<file path="config.mk">
export PLATFORM = sky130hd
export DESIGN_NAME = mtm_alu_serializer_fifo
export DESIGN_NICKNAME = d
export VERILOG_FILES = /design/src/rtl/mtm_alu_serializer_fifo.sv
export SDC_FILE = /design/constraint.sdc
export NUM_CORES = 1
export LEC_CHECK = 0
export ABC_AREA = 1
export ABC_CLOCK_PERIOD_IN_PS = 4500
export CAP_MARGIN = 10
export CORE_MARGIN = 8
export CORE_UTILIZATION = 35
export DETAILED_ROUTE_END_ITERATION = 12
export SYNTH_ARGS = -nofsm -noshare
export SYNTH_HDL_FRONTEND = slang
export SYNTH_SLANG_ARGS = --single-unit
</file>
<file path="constraint.sdc">
create_clock -name clk -period 4.5 [get_ports clk]
set_input_delay 1.125 -clock clk [delete_from_list [all_inputs] [get_ports clk]]
set_output_delay 1.125 -clock clk [all_outputs]
set_load 0.02 [all_outputs]
</file>
<file path="src/rtl/mtm_alu_serializer_fifo.sv">
// ============================================================================
// Module   : mtm_alu_serializer_fifo
// Purpose  : FIFO-buffered ALU result serializer emitting 11-bit packets.
// Revision : 1.0 - initial release
// ============================================================================
`default_nettype none

module mtm_alu_serializer_fifo #(
    parameter int N_BYTES = 4,
    parameter int DEPTH   = 4
) (
    input  logic                         clk,
    input  logic                         rst,
    input  logic                         in_valid,
    output logic                         in_ready,
    input  logic [8*N_BYTES-1:0]         in_data,
    input  logic [7:0]                   in_ctl,
    input  logic                         in_err,
    output logic                         sout,
    output logic                         busy,
    output logic [$clog2(DEPTH+1)-1:0]   fifo_level
);

    localparam int c_DATA_W  = 8 * N_BYTES;
    localparam int c_ENTRY_W = c_DATA_W + 9;
    localparam int c_PTR_W   = $clog2(DEPTH);
    localparam int c_LVL_W   = $clog2(DEPTH + 1);

    typedef enum logic [0:0] {
        S_IDLE = 1'b0,
        S_SEND = 1'b1
    } state_t;

    logic [c_ENTRY_W-1:0] r_mem [DEPTH];
    logic [c_PTR_W-1:0]   r_wr_ptr;
    logic [c_PTR_W-1:0]   r_rd_ptr;
    logic [c_LVL_W-1:0]   r_level;

    state_t               r_state;
    logic [3:0]           r_bit_cnt;
    logic [3:0]           r_byte_cnt;
    logic                 r_err;
    logic [7:0]           r_ctl;
    logic [c_DATA_W-1:0]  r_shift;
    logic                 r_sout;
    logic                 r_busy;

    logic                 w_full;
    logic                 w_empty;
    logic                 w_push;
    logic                 w_pop;
    logic                 w_last;
    logic [7:0]           w_cur_byte;
    logic                 w_bit;
    logic [c_ENTRY_W-1:0] w_head;

    assign w_full     = (r_level == c_LVL_W'(DEPTH));
    assign w_empty    = (r_level == '0);
    assign in_ready   = !rst && !w_full;
    assign w_push     = in_valid && in_ready;
    assign w_head     = r_mem[r_rd_ptr];
    assign fifo_level = r_level;
    assign sout       = r_sout;
    assign busy       = r_busy;

    // An error frame is a single control packet, so it is always "last".
    assign w_last     = r_err || (r_byte_cnt == 4'(N_BYTES));
    assign w_cur_byte = w_last ? r_ctl : r_shift[c_DATA_W-1 -: 8];
    assign w_pop      = !w_empty &&
                        ((r_state == S_IDLE) ||
                         (r_state == S_SEND && r_bit_cnt == 4'd10 && w_last));

    always_comb begin
        w_bit = 1'b1;
        case (r_bit_cnt)
            4'd0:    w_bit = 1'b0;
            4'd1:    w_bit = w_last;
            4'd10:   w_bit = 1'b1;
            default: w_bit = w_cur_byte[3'(4'd9 - r_bit_cnt)];
        endcase
    end

    always_ff @(posedge clk) begin
        if (w_push) begin
            r_mem[r_wr_ptr] <= {in_err, in_ctl, in_data};
        end
    end

    always_ff @(posedge clk) begin
        if (rst) begin
            r_wr_ptr <= '0;
            r_rd_ptr <= '0;
            r_level  <= '0;
        end else begin
            if (w_push) r_wr_ptr <= r_wr_ptr + c_PTR_W'(1);
            if (w_pop)  r_rd_ptr <= r_rd_ptr + c_PTR_W'(1);
            case ({w_push, w_pop})
                2'b10:   r_level <= r_level + c_LVL_W'(1);
                2'b01:   r_level <= r_level - c_LVL_W'(1);
                default: r_level <= r_level;
            endcase
        end
    end

    always_ff @(posedge clk) begin
        if (rst) begin
            r_state    <= S_IDLE;
            r_bit_cnt  <= 4'd0;
            r_byte_cnt <= 4'd0;
            r_err      <= 1'b0;
            r_ctl      <= 8'd0;
            r_shift    <= '0;
            r_sout     <= 1'b1;
            r_busy     <= 1'b0;
        end else begin
            case (r_state)
                S_IDLE: begin
                    r_sout <= 1'b1;
                    if (w_pop) begin
                        {r_err, r_ctl, r_shift} <= w_head;
                        r_bit_cnt  <= 4'd0;
                        r_byte_cnt <= 4'd0;
                        r_busy     <= 1'b1;
                        r_state    <= S_SEND;
                    end else begin
                        r_busy <= 1'b0;
                    end
                end
                S_SEND: begin
                    r_sout <= w_bit;
                    r_busy <= 1'b1;
                    if (r_bit_cnt == 4'd10) begin
                        r_bit_cnt <= 4'd0;
                        if (w_last) begin
                            r_byte_cnt <= 4'd0;
                            // Chain the next frame straight after this stop bit.
                            if (w_pop) begin
                                {r_err, r_ctl, r_shift} <= w_head;
                            end else begin
                                r_state <= S_IDLE;
                            end
                        end else begin
                            r_byte_cnt <= r_byte_cnt + 4'd1;
                            r_shift    <= r_shift << 8;
                        end
                    end else begin
                        r_bit_cnt <= r_bit_cnt + 4'd1;
                    end
                end
                default: r_state <= S_IDLE;
            endcase
        end
    end

endmodule

`default_nettype wire

</file>
==> results of run 1 <==
## layout make-up
| cell class | instances | area (µm²) | share of cell area [%] |
|---|---|---|---|
| Timing Repair Buffer | 60 | 573 | 5.40 |
| Inverter | 59 | 226 | 2.14 |
| Clock inverter | 11 | 56.3 | 0.531 |
| Tap cell | 335 | 419 | 3.95 |
| Clock buffer | 29 | 641 | 6.04 |
| Sequential cell | 225 | 6150 | 58.0 |
| Multi-Input combinational cell | 491 | 2540 | 24.0 |
## cell usage in the layout (no fill, tap or decap), types with 3 or more instances in the layout
master           instances
clkbuf_1                 4
o21ai_0                118
inv_2                    5
a21oi_1                 59
inv_1                   52
clkinv_1                 5
o21bai_1                 8
clkinvlp_4               3
nor2_4                   6
nor2_1                 121
o211ai_1                11
clkbuf_16               25
dfxtp_1                 60
nand3_1                 16
o21ai_1                 14
o22ai_1                 41
edfxtp_1               164
buf_4                   11
clkdlybuf4s50_1         49
ha_1                     8
nand2_1                 65
nand2_2                  4
nand2_4                  3
## sequential cells by signal (all words and copies together), names as in the netlist, 2 cells and up, named ones only
register / count
r_byte_cnt: 4
r_wr_ptr: 2
fifo_level: 3
r_rd_ptr: 2
r_bit_cnt: 4
r_shift: 32
r_ctl: 8
r_mem: 164
## per-layer routing
layer,vias up,part of all wire (%),track usage [%]
met5,-,0,0
met4,0,2.1,4.13
met3,31,4.6,2.11
met2,117,48,20.8
met1,2912,45,16.2
li1,2977,-,-
## stage by stage
step | power, mW | cells | hold slack [ns] | utilization, %
finish | 6.18 | 1210 | 0.456 | 41.2
global route | 6.58 | 1210 | 0.483 | 41.2
CTS | 6.25 | 1210 | 0.460 | 41.2
detailed placement | 4.49 | 1170 | 0.450 | 38.5
global placement | 4.45 | 1170 | 0.448 | 38.5
floorplan | 4.01 | 817 | 0.430 | -
## report_power, final
| group | switching (mW) | internal (mW) | total (mW) | leakage, nW |
|---|---|---|---|---|
| logic | 1.22 | 0.551 | 1.78 | 1.31 |
| registers | 0.159 | 2.50 | 2.66 | 1.99 |
| clock network | 0.744 | 1.00 | 1.75 | 0.329 |
## path summary, 6_finish.rpt
kind	slack, ns	startpoint	to	cells after the start
max	1.02	rst	in_ready	3
min	0.46	r_ctl[4]	r_ctl[4]	2
max reg2reg	1.76	fifo_level[0]	fifo_level[1]	8
min reg2reg	0.46	r_ctl[4]	r_ctl[4]	2
## cell families (layout without fill, tap and decap cells)
logic type | after synthesis | after routing | synth area share, %
AO/OA/AOI/OAI | 255 | 255 | 15.2
XOR/XNOR | 1 | 1 | 0.0963
adder cells (fa/ha/maj) | 9 | 9 | 1.32
buffers and inverters | 101 | 159 | 4.80
flip-flops | 225 | 225 | 67.6
AND/OR/NAND/NOR | 226 | 226 | 11.0
## critical path, cell delays in order
cell and delay, ns:
clkdlybuf4s50_1 0.43, a21oi_1 0.17, clkdlybuf4s50_1 0.63
==> flow_summary.yaml, run 1 <==
setup_path:
  critical_path.max_fanout: 2
  startpoint_type: "input pin"
  critPathRequiredTime_ns: 3.38
  end_kind: "primary output"
  worstSetupPathType: "input pin to primary output"
  arrival_ns: 2.36
finish:
  n_antenna_cell: 0
  area_growth_pct: 16.6
  fin_nets: 914
  fillers: 2450
  final_layout_size_suffix_gt1_share_pct: 7.66
  fin_area_mm2: 0.0106
synth:
  synth_fp_nets: 870
  ys_seq_area_share_pct: 67.6
  synth.avg_cell_area_um2: 11.1
  synth_seq_cells: 225
  synth_common_cells: "164 x edfxtp_1, 125 x nor2_1, 118 x o21ai_0"
  synth_cell_types: 35
  yosysMostFrequentCell: "edfxtp_1"
  synthCells: 817
  netlist.area_leader.share_pct: 54.1
  synth_top_cells_by_area: "edfxtp_1 54%, dfxtp_1 13%, o21ai_0 6.5%"
  synth_edf_count: 164
  yosysWarnings: 0
  synthArstFlopShare_pct: 0
  yosys_most_used_dff: "edfxtp_1"
  synth.largest_area_cell: "edfxtp_1"
  mappedNetlistArea_mm2: 0.00910
drt:
  detail_route.vias_per_cell: 4.99
  drtAntennaViolNets: 0
  first_pass_iters: 5
  totalWireLength_um: 19800
  drt_iter0_drc: 427
  via_count: 6037
  wire_per_inst_um: 16.3
  drc: 0
place:
  numPortBuffers: 49
  pre_cts_ws_ns: 1.02
  place_area_mm2: 0.00991
  globalplace.congestion: 0.775
  detailed_place_hpwl_um: 11600
timing:
  slew_headroom_pct: 42.6
  finalMaxSlewViolations: 0
  finalSetupTns_ns: 0
  fmax_mhz: 287
  setup_ws_ns: 1.02
  rsz0062_at_grt: "false"
  period_needed_ns: 3.48
  final.period_utilization_pct: 77.4
  finClkSkew_ns: 0.00634
  worst-slew-pin-transition_ns: 0.861
  setup_viol: 0
  finalHoldViolCount: 0
job:
  drv_cap: 0
floorplan:
  rows: 59
  pin_count: 50
  die_height_um: 177
  initial_core_util_pct: 35.3
  coreArea_mm2: 0.0258
  dieArea_mm2: 0.0314
  die_x_um: 177
clock_tree:
  cts_resized: 0
  cts_root_buffer: "clkbuf_16"
  clkLatencyLatePin_ns: 0.50
  htreeDepth: 1
  post-cts-setup-buffers: 0
  cts-hold-fix-buffers: 0
  clk_pin_slew_worst_paths_ns: 0.06
  ctsLongestPathBuffers: 3
  cts_inserted_buffers: 24
  clkSinkCount: 225
  cts_tree: "done"
global_route:
  overflow: 0
  grt_pass1_wl_um: 31400
  grt_max_degree: 83
  grt_pass1_vias: 5903
  antenna_found_initial: 0
  grt_util_all_layers_pct: 12.5
power_and_ir_drop:
  powerDensity_mw_per_mm2: 583
  irDropWorstVdd_uv: 355
  cellLeakagePower_nw: 3.63
outcome:
  status: "complete, no violations"
min_path:
  hp-class: "flop to flop"
Note: power is estimated with default switching activity, not from simulation.
==> run 2, diff against run 1 <==
--- a/config.mk
+++ b/config.mk
@@ -6,7 +6,7 @@
 export NUM_CORES = 1
 export LEC_CHECK = 0
 export ABC_AREA = 1
-export ABC_CLOCK_PERIOD_IN_PS = 4500
+export ABC_CLOCK_PERIOD_IN_PS = 3350
 export CAP_MARGIN = 10
 export CORE_MARGIN = 8
 export CORE_UTILIZATION = 35
==> constraint.sdc (replaced) <==
create_clock -name clk -period 3.35 [get_ports clk]
set_input_delay 0.8375 -clock clk [delete_from_list [all_inputs] [get_ports clk]]
set_output_delay 0.8375 -clock clk [all_outputs]
set_load 0.02 [all_outputs]
==> flow_summary.yaml, run 2 (synthesized netlist as in run 1, its figures left out) <==
outcome:
  status: "complete, no violations"
clock_tree:
  cts_resized: 0
  cts_tree: "done"
  clk_pin_slew_worst_paths_ns: 0.06
  cts_root_buffer: "clkbuf_16"
  clkLatencyLatePin_ns: 0.51
  post-cts-setup-buffers: 0
  cts-hold-fix-buffers: 0
  ctsLongestPathBuffers: 3
  cts_inserted_buffers: 24
  clkSinkCount: 225
  htreeDepth: 1
place:
  detailed_place_hpwl_um: 12100
  dpl.cell_count: 1176
  globalplace.congestion: 0.762
  numPortBuffers: 49
floorplan:
  die_height_um: 177
  rows: 59
  die_x_um: 177
  initial_core_util_pct: 35.3
  coreArea_mm2: 0.0258
  pin_count: 50
  dieArea_mm2: 0.0314
finish:
  top_regs: "r_mem x164, r_shift x32, r_ctl x8"
  mostFrequentLayoutCells: "164 x edfxtp_1, 121 x nor2_1, 118 x o21ai_0"
  final_layout_size_suffix_gt1_share_pct: 8.93
  largest_reg_flops: 164
  largest-register: "r_mem"
  area_growth_pct: 18.6
  stdcell_count: 1220
  n_antenna_cell: 0
  fin_nets: 920
  final_common_cell: "edfxtp_1"
timing:
  fmax_mhz: 346
  final.period_utilization_pct: 86.4
  setup_viol: 0
  finalMaxSlewViolations: 0
  finalHoldViolCount: 0
  finClkSkew_ns: 0.0124
  period_needed_ns: 2.89
  fin_worst_hold_slack_ns: 0.460
  rsz0062_at_grt: "false"
  slew_headroom_pct: 43.6
  worst-slew-pin-transition_ns: 0.847
setup_path:
  critPathRequiredTime_ns: 2.51
  startpoint_type: "input pin"
  end_kind: "primary output"
  worstSetupPathType: "input pin to primary output"
  arrival_ns: 2.06
  reg2regPathDepth: 14
  critical_path.max_fanout: 2
drt:
  via_count: 6049
  wire_per_inst_um: 16.3
  drc: 0
  first_pass_iters: 5
  totalWireLength_um: 19900
  detail_route.vias_per_cell: 4.96
  drtAntennaViolNets: 0
  drt_iter0_drc: 416
power_and_ir_drop:
  seqPwrFrac_pct: 41.4
  cellLeakagePower_nw: 3.73
  p_sw_share_pct: 33.8
  irDropWorstVdd_uv: 469
  p_int_mw: 5.71
  clkPwrFrac_pct: 30.2
  p_comb_share_pct: 28.3
  power_mw: 8.64
  switchingPower_mw: 2.92
  powerDensity_mw_per_mm2: 800
min_path:
  whs_path_depth: 2
  hp-class: "flop to flop"
job:
  drv_cap: 0
global_route:
  overflow: 0
  antenna_found_initial: 0
  grt_util_all_layers_pct: 12.6
  grt_max_degree: 83
  grt_pass1_wl_um: 31900
  grt_pass1_vias: 5899
-- run 2: changes by cell type in the layout (fill, tap and decap cells not counted) --
cell and delta:
clkbuf_1 +1, clkbuf_8 +2, clkinv_2 +3, clkinvlp_2 -1
bufinv_16 +2, clkinv_1 -3, buf_12 +4, buf_4 +2
-- run 2: cell type report --
type	instances	area, µm²
clock buffer	32	672
sequential	225	6150
timing repair buffer	66	668
clock inverter	12	115
inverter	59	226
tap	335	419
fill	2417	15000
multi-input combinational	491	2540
-- run 2: critical path: stages --
cell and delay (ns):
clkdlybuf4s50_1 0.42, a21oi_1 0.17, clkdlybuf4s50_1 0.63
-- run 2: metrics by stage --
| stage | utilization, % | instance area, µm² | setup slack [ns] | TNS [ns] |
|---|---|---|---|---|
| after floorplan | - | 9100 | -0.365 | -59.85 |
| after global placement | 38.8 | 10000 | 0.472 | 0 |
| after detailed placement | 38.8 | 10000 | 0.454 | 0 |
| after CTS | 41.9 | 10800 | 0.448 | 0 |
| after global routing | 41.9 | 10800 | 0.381 | 0 |
| final | 41.9 | 10800 | 0.456 | 0 |
-- run 2: final timing paths --
kind,startpoint,end,slack (ns)
worst min register to register,r_ctl[6],r_ctl[6],0.46
worst max-delay path,rst,in_ready,0.46
worst min-delay path,r_ctl[6],r_ctl[6],0.46
worst max register to register,r_byte_cnt[0],fifo_level[2],0.94
-- run 2: routing by layer --
metal	part of all wire (%)	vias to the layer above	track usage [%]
met5	0	-	0
met2	47	104	21.0
met3	4.0	19	2.03
met4	1.3	0	2.77
li1	-	3008	-
met1	48	2918	17.0
-- run 2: power groups by stage --
| stage | registers [mW] | clock network, mW | logic (mW) |
|---|---|---|---|
| 3_3_place_gp | 3.63 | 0 | 2.44 |
| 6_report | 3.58 | 2.61 | 2.45 |
| 4_1_cts | 3.58 | 2.68 | 2.47 |
| 5_1_grt | 3.62 | 2.79 | 2.78 |
| 2_1_floorplan | 3.60 | 0 | 1.78 |
| 3_5_place_dp | 3.63 | 0 | 2.46 |
